<file path="src/rtl/rr_arb16_pkg.sv">
// Shared constants, state type and small helpers for the 16-way round-robin arbiter.
package rr_arb16_pkg;

    localparam int NUM_PORTS = 16;
    localparam int SEL_W     = 4;

    // Output register occupancy.
    typedef enum logic [0:0] {
        ST_EMPTY = 1'b0,
        ST_FULL  = 1'b1
    } state_e;

    // Pointer for the next search: one past the winner, wrapping 15 -> 0
    // through the natural 4-bit overflow.
    function automatic logic [SEL_W-1:0] next_ptr(input logic [SEL_W-1:0] winner);
        return winner + SEL_W'(1);
    endfunction

endpackage

</file>
<file path="src/rtl/rr_arb16_mux16.sv">
// 16:1 data multiplexer (the mux16 block), selected by a 4-bit index.
module rr_arb16_mux16
    import rr_arb16_pkg::*;
#(
    parameter int N = 32
) (
    input  logic [N-1:0]     i_data [NUM_PORTS],
    input  logic [SEL_W-1:0] i_sel,
    output logic [N-1:0]     o_data
);

    // Pure combinational select; the index is always in range for 16 entries.
    always_comb begin
        o_data = i_data[i_sel];
    end

endmodule

</file>
<file path="src/rtl/rr_arb16.sv">
// Round-robin arbiter: 16 valid/ready requesters into a single-entry output
// register. The grant is combinational from req_valid, the pointer and the
// output handshake only, so the data inputs never reach req_ready.
module rr_arb16
    import rr_arb16_pkg::*;
#(
    parameter int N = 32
) (
    input  logic                 clk,
    input  logic                 rst_n,
    input  logic [NUM_PORTS-1:0] req_valid,
    input  logic [N-1:0]         in0,
    input  logic [N-1:0]         in1,
    input  logic [N-1:0]         in2,
    input  logic [N-1:0]         in3,
    input  logic [N-1:0]         in4,
    input  logic [N-1:0]         in5,
    input  logic [N-1:0]         in6,
    input  logic [N-1:0]         in7,
    input  logic [N-1:0]         in8,
    input  logic [N-1:0]         in9,
    input  logic [N-1:0]         in10,
    input  logic [N-1:0]         in11,
    input  logic [N-1:0]         in12,
    input  logic [N-1:0]         in13,
    input  logic [N-1:0]         in14,
    input  logic [N-1:0]         in15,
    output logic [NUM_PORTS-1:0] req_ready,
    output logic                 out_valid,
    input  logic                 out_ready,
    output logic [N-1:0]         out_data,
    output logic [SEL_W-1:0]     out_src
);

    state_e             r_state;
    logic [N-1:0]       r_data;
    logic [SEL_W-1:0]   r_src;
    logic [SEL_W-1:0]   r_ptr;

    logic [N-1:0]       w_in [NUM_PORTS];
    logic [N-1:0]       w_mux_data;
    logic [NUM_PORTS-1:0] w_rot;
    logic [SEL_W-1:0]   w_off;
    logic [SEL_W-1:0]   w_winner;
    logic               w_any;
    logic               w_load_en;
    logic               w_grant_en;
    logic               w_out_xfer;

    assign w_in[0]  = in0;
    assign w_in[1]  = in1;
    assign w_in[2]  = in2;
    assign w_in[3]  = in3;
    assign w_in[4]  = in4;
    assign w_in[5]  = in5;
    assign w_in[6]  = in6;
    assign w_in[7]  = in7;
    assign w_in[8]  = in8;
    assign w_in[9]  = in9;
    assign w_in[10] = in10;
    assign w_in[11] = in11;
    assign w_in[12] = in12;
    assign w_in[13] = in13;
    assign w_in[14] = in14;
    assign w_in[15] = in15;

    // Rotate the request vector so bit 0 is the requester at the pointer;
    // the 4-bit index sum wraps around the ring by itself.
    genvar gi;
    generate
        for (gi = 0; gi < NUM_PORTS; gi++) begin : g_rot
            assign w_rot[gi] = req_valid[r_ptr + SEL_W'(gi)];
        end
    endgenerate

    // Lowest set bit of the rotated vector is the distance from the pointer
    // to the winner.
    always_comb begin
        w_off = '0;
        for (int i = NUM_PORTS - 1; i >= 0; i--) begin
            if (w_rot[i]) begin
                w_off = SEL_W'(i);
            end
        end
    end

    assign w_winner   = r_ptr + w_off;
    assign w_any      = |req_valid;
    assign w_load_en  = (r_state == ST_EMPTY) || out_ready;
    // Reset suppresses the grant so nothing is accepted into a register
    // that is being cleared on the same edge.
    assign w_grant_en = rst_n && w_load_en && w_any;
    assign w_out_xfer = (r_state == ST_FULL) && out_ready;

    // One-hot accept at the winner, all zero when no grant is possible.
    generate
        for (gi = 0; gi < NUM_PORTS; gi++) begin : g_ready
            assign req_ready[gi] = w_grant_en && (w_winner == SEL_W'(gi));
        end
    endgenerate

    rr_arb16_mux16 #(
        .N (N)
    ) u_mux (
        .i_data (w_in),
        .i_sel  (w_winner),
        .o_data (w_mux_data)
    );

    // Output register, occupancy state and round-robin pointer.
    always_ff @(posedge clk) begin
        if (!rst_n) begin
            r_state <= ST_EMPTY;
            r_data  <= '0;
            r_src   <= '0;
            r_ptr   <= '0;
        end else if (w_grant_en) begin
            r_state <= ST_FULL;
            r_data  <= w_mux_data;
            r_src   <= w_winner;
            r_ptr   <= next_ptr(w_winner);
        end else if (w_out_xfer) begin
            r_state <= ST_EMPTY;
        end
    end

    assign out_valid = (r_state == ST_FULL);
    assign out_data  = r_data;
    assign out_src   = r_src;

endmodule

</file>
<file path="config.mk">
export PLATFORM = sky130hd
export DESIGN_NAME = rr_arb16
export DESIGN_NICKNAME = d
export VERILOG_FILES = /design/src/rtl/rr_arb16_pkg.sv /design/src/rtl/rr_arb16_mux16.sv /design/src/rtl/rr_arb16.sv
export SDC_FILE = /design/constraint.sdc
export NUM_CORES = 1
export LEC_CHECK = 0
export ABC_CLOCK_PERIOD_IN_PS = 14100
export BUFFER_PORTS_ARGS = -buffer_cell sky130_fd_sc_hd__buf_2
export CAP_MARGIN = 30
export CELL_PAD_IN_SITES_DETAIL_PLACEMENT = 1
export CELL_PAD_IN_SITES_GLOBAL_PLACEMENT = 1
export CORE_AREA = 3 3 228 230
export CTS_BUF_LIST = sky130_fd_sc_hd__clkbuf_8
export DETAILED_ROUTE_END_ITERATION = 8
export DIE_AREA = 0 0 231 233
export MAX_ROUTING_LAYER = met4
export PLACE_DENSITY = 0.42
export SYNTH_ARGS = -nofsm -noshare
export SYNTH_HDL_FRONTEND = slang
export SYNTH_SLANG_ARGS = --single-unit
</file>
<file path="constraint.sdc">
create_clock -name clk -period 14.1 [get_ports clk]
set_clock_uncertainty 0.05 [all_clocks]
set_input_delay 2.82 -clock clk [delete_from_list [all_inputs] [get_ports clk]]
set_output_delay 2.82 -clock clk [all_outputs]
set_load 0.02 [all_outputs]
</file>
==> metrics.txt <==
TritonCTS clock tree built; combinational share of power 92.9%; #FFs+latches synth 41; Sum Neg Setup Slack 0 ns; Initial DRC Count 304; Setup crit end kind output pin; family with the most delay on the worst path compound AO/OA/AOI/OAI gates; drt total wl about 46000 um; main flop type after synthesis dfxtp_1; worst min path class reg2reg; Residual DRC 0; crit-path max cell delay about 0.52 ns; Cell variety after synth 43; DRT Pass-1 Iters 5; Num Clock Sinks 41; WL per Instance 26.6 um; sequential share of power 4.6%; Crit-path slowest cell mux4_2; cts hold-fix bufs 0; IO Pins 584; switching portion of total power 45.4%; antenna-violating nets left 0; endpoints failing setup 0; routability cong. a little over 0.8; WHS Path Cells 2; Nets 1590; root buf cell clkbuf_8; CTS Buffer Depth 2; Ys Warns 0; Post-synth EDFFs 0; Max Slew Vio Count 0; Setup CP Type in2out; die height 233 um; status completed; Synth async-reset ratio 0%; vias 7568; final hold violations 0; Arr. time, crit path between 7 and 8 ns; R2R depth 15; DR vias/cell ~4.4; Mapped Cells 495; first-pass GRT wire length ~62000 um; Post-DP HPWL 39900 um; area grow syn2layout 58.3%; layout cell share with drive strength beyond 1 77.1%; die width 231 um; Pint 2.39 mW; crit path cell chain buf_2 > mux4_2 > a22o_1 > a221oi_1 > a311oi_1 > nor3_1 > o21bai_1 > a211oi_1 > ha_1 > a21o_1 > a21oi_1 > xnor2_1 > xnor2_2 > buf_4 > and3_1 > and2_1 > buf_2; Worst Setup Start Kind primary input; Max IR drop VDD 0.364 mV; TritonCTS buffer count 5; gr usage total 16.8%; Max-Cap Viols 0; static leakage 4.96 nW; grt ovf 0; sequential-to-total area share from yosys stat 12.1%; worst-path maximum fanout 25; synthesized cell area 6770 um^2; sw power around 2.0 mW; WP data required 11.23 ns; vias in the first global route 8266; final core utilization a little over a fifth; IO buf count 583; initial core utilization 13.5%; Core ar. 50100 um^2; PwrDens 409 nW/um^2; worst slew pin tran 0.887 ns; initial antenna violation count 27; clock network fraction of total power about 2.5%; Worst path depth 17; Clock Pin Slew Worst Setup and Hold Paths around 0.10 ns; die area 53800 um^2; minimum clock period slightly above 10 ns; Tcrit/Tclk final 71.7%; Avg Inst Size Synth approximately 14 um^2; most frequent CP cell buf_2; total setup buffers inserted after CTS 0; fmax 0.0990 GHz; Rel. slew slack 40.8%; unrepaired setup endpoints after global routing no; worst skew pair latency 0.33 ns; post-CTS sizing 0; H-tree levels 2; # rows slightly above 80; CP Buf/Inv Count 3; largest net degree at the start of global routing 71; syn nets about 1000
==> worst paths after layout <==
path,from,endpoint,slack (ns)
worst max-delay path,req_valid[11],req_ready[4],3.99
worst min-delay path,out_src[0]$_SDFFE_PN0P_,out_src[0]$_SDFFE_PN0P_,0.43
worst max register to register,r_ptr[0]$_SDFFE_PN0P_,out_data[23]$_SDFFE_PN0P_,8.19
worst min register to register,out_src[0]$_SDFFE_PN0P_,out_src[0]$_SDFFE_PN0P_,0.43
==> placed cells by master, fill, tap and decap left out, types with 12 or more instances in the layout <==
cell type,synthesis,routed
a21o_1,32,32
and2_1,14,14
and3_1,38,37
buf_2,7,583
buf_4,0,12
dfxtp_1,41,41
diode_2,0,20
ha_1,14,13
mux4_2,187,187
==> cell usage after synthesis (2+ instances only) <==
master,count,area share [%]
xnor2_1,11,1.4
a21o_1,32,3.5
nand2_1,10,0.55
ha_1,14,2.6
o21ai_0,6,0.44
a22oi_1,6,0.67
nor2_1,8,0.44
nor2b_1,3,0.28
and2_1,14,1.3
nor4_1,5,0.46
clkbuf_1,46,2.6
a21oi_1,7,0.52
buf_2,7,0.52
nand3_1,6,0.44
a21boi_0,2,0.22
or2_2,2,0.18
nand4_1,3,0.28
dfxtp_1,41,12
inv_1,8,0.44
mux2_2,2,0.33
nand2b_1,3,0.28
xor2_1,2,0.26
nor3_1,2,0.15
buf_1,3,0.17
mux4_2,187,62
o21bai_1,2,0.22
mux2i_1,8,1.2
o211a_1,2,0.30
a211oi_1,2,0.22
and3_1,38,3.5
==> layout make-up <==
class                      count  area [um^2]
sequential                    41          821
tap                          672          841
clock buffer                   5         68.8
timing repair buffer         599         3120
fill                        5918        39400
antenna                       20         50.0
inverter                       8         30.0
clock inverter                 3         42.5
multi-input combinational    389         5740
==> worst reg2reg max path: stages (launching register included) <==
cell and delay [ns]:
dfxtp_1 0.32, buf_4 0.32, inv_1 0.09, ha_1 0.52, mux4_2 0.43, mux4_2 0.54, a21oi_1 0.14, o21bai_1 0.08
a211oi_1 0.24, o22ai_1 0.16, ha_4 0.19, fa_4 0.85, buf_4 0.65, mux4_2 0.57, mux4_2 0.52, a21o_1 0.19
==> stage by stage <==
stage	hold WS [ns]	worst slack [ns]	instances	instance area (um^2)	power (mW)
after floorplan	0.491	4.99	495	6770	3.20
after global placement	0.423	3.91	1705	10400	4.24
after detailed placement	0.423	3.88	1706	10500	4.31
after CTS	0.439	3.86	1714	10600	4.44
after global routing	0.485	3.65	1730	10700	4.69
final	0.431	3.99	1737	10700	4.38
==> power groups by stage <==
stage	combinational (mW)	clock (mW)	sequential (mW)
3_5_place_dp	4.11	0	0.205
6_report	4.07	0.110	0.202
3_3_place_gp	4.03	0	0.204
2_1_floorplan	2.95	0	0.246
4_1_cts	4.12	0.120	0.203
5_1_grt	4.36	0.123	0.209
==> kinds of logic after synthesis <==
logic type	count (synthesis)	synth area share (%)
AO/OA/AOI/OAI	65	7.15
XOR/XNOR	13	1.68
adder cells (fa/ha/maj)	15	2.88
buffers and inverters	65	3.85
flip-flops	41	12.1
multiplexers	197	63.7
AND/OR/NAND/NOR	99	8.56
==> sequential cells by signal (all words and copies together) (netlist names) <==
| register | cells |
|---|---|
| out_src | 4 |
| out_data | 32 |
| out_valid | 1 |
| r_ptr | 4 |
==> per-layer routing <==
layer | vias up | track usage (%) | part of all wire, %
met1 | 3925 | 20.3 | 40
met2 | 318 | 28.7 | 52
met3 | 34 | 3.67 | 5.7
met5 | - | - | 0
met4 | 0 | 4.11 | 2.2
li1 | 3291 | - | -
Note: power is estimated with default switching activity, not from simulation.
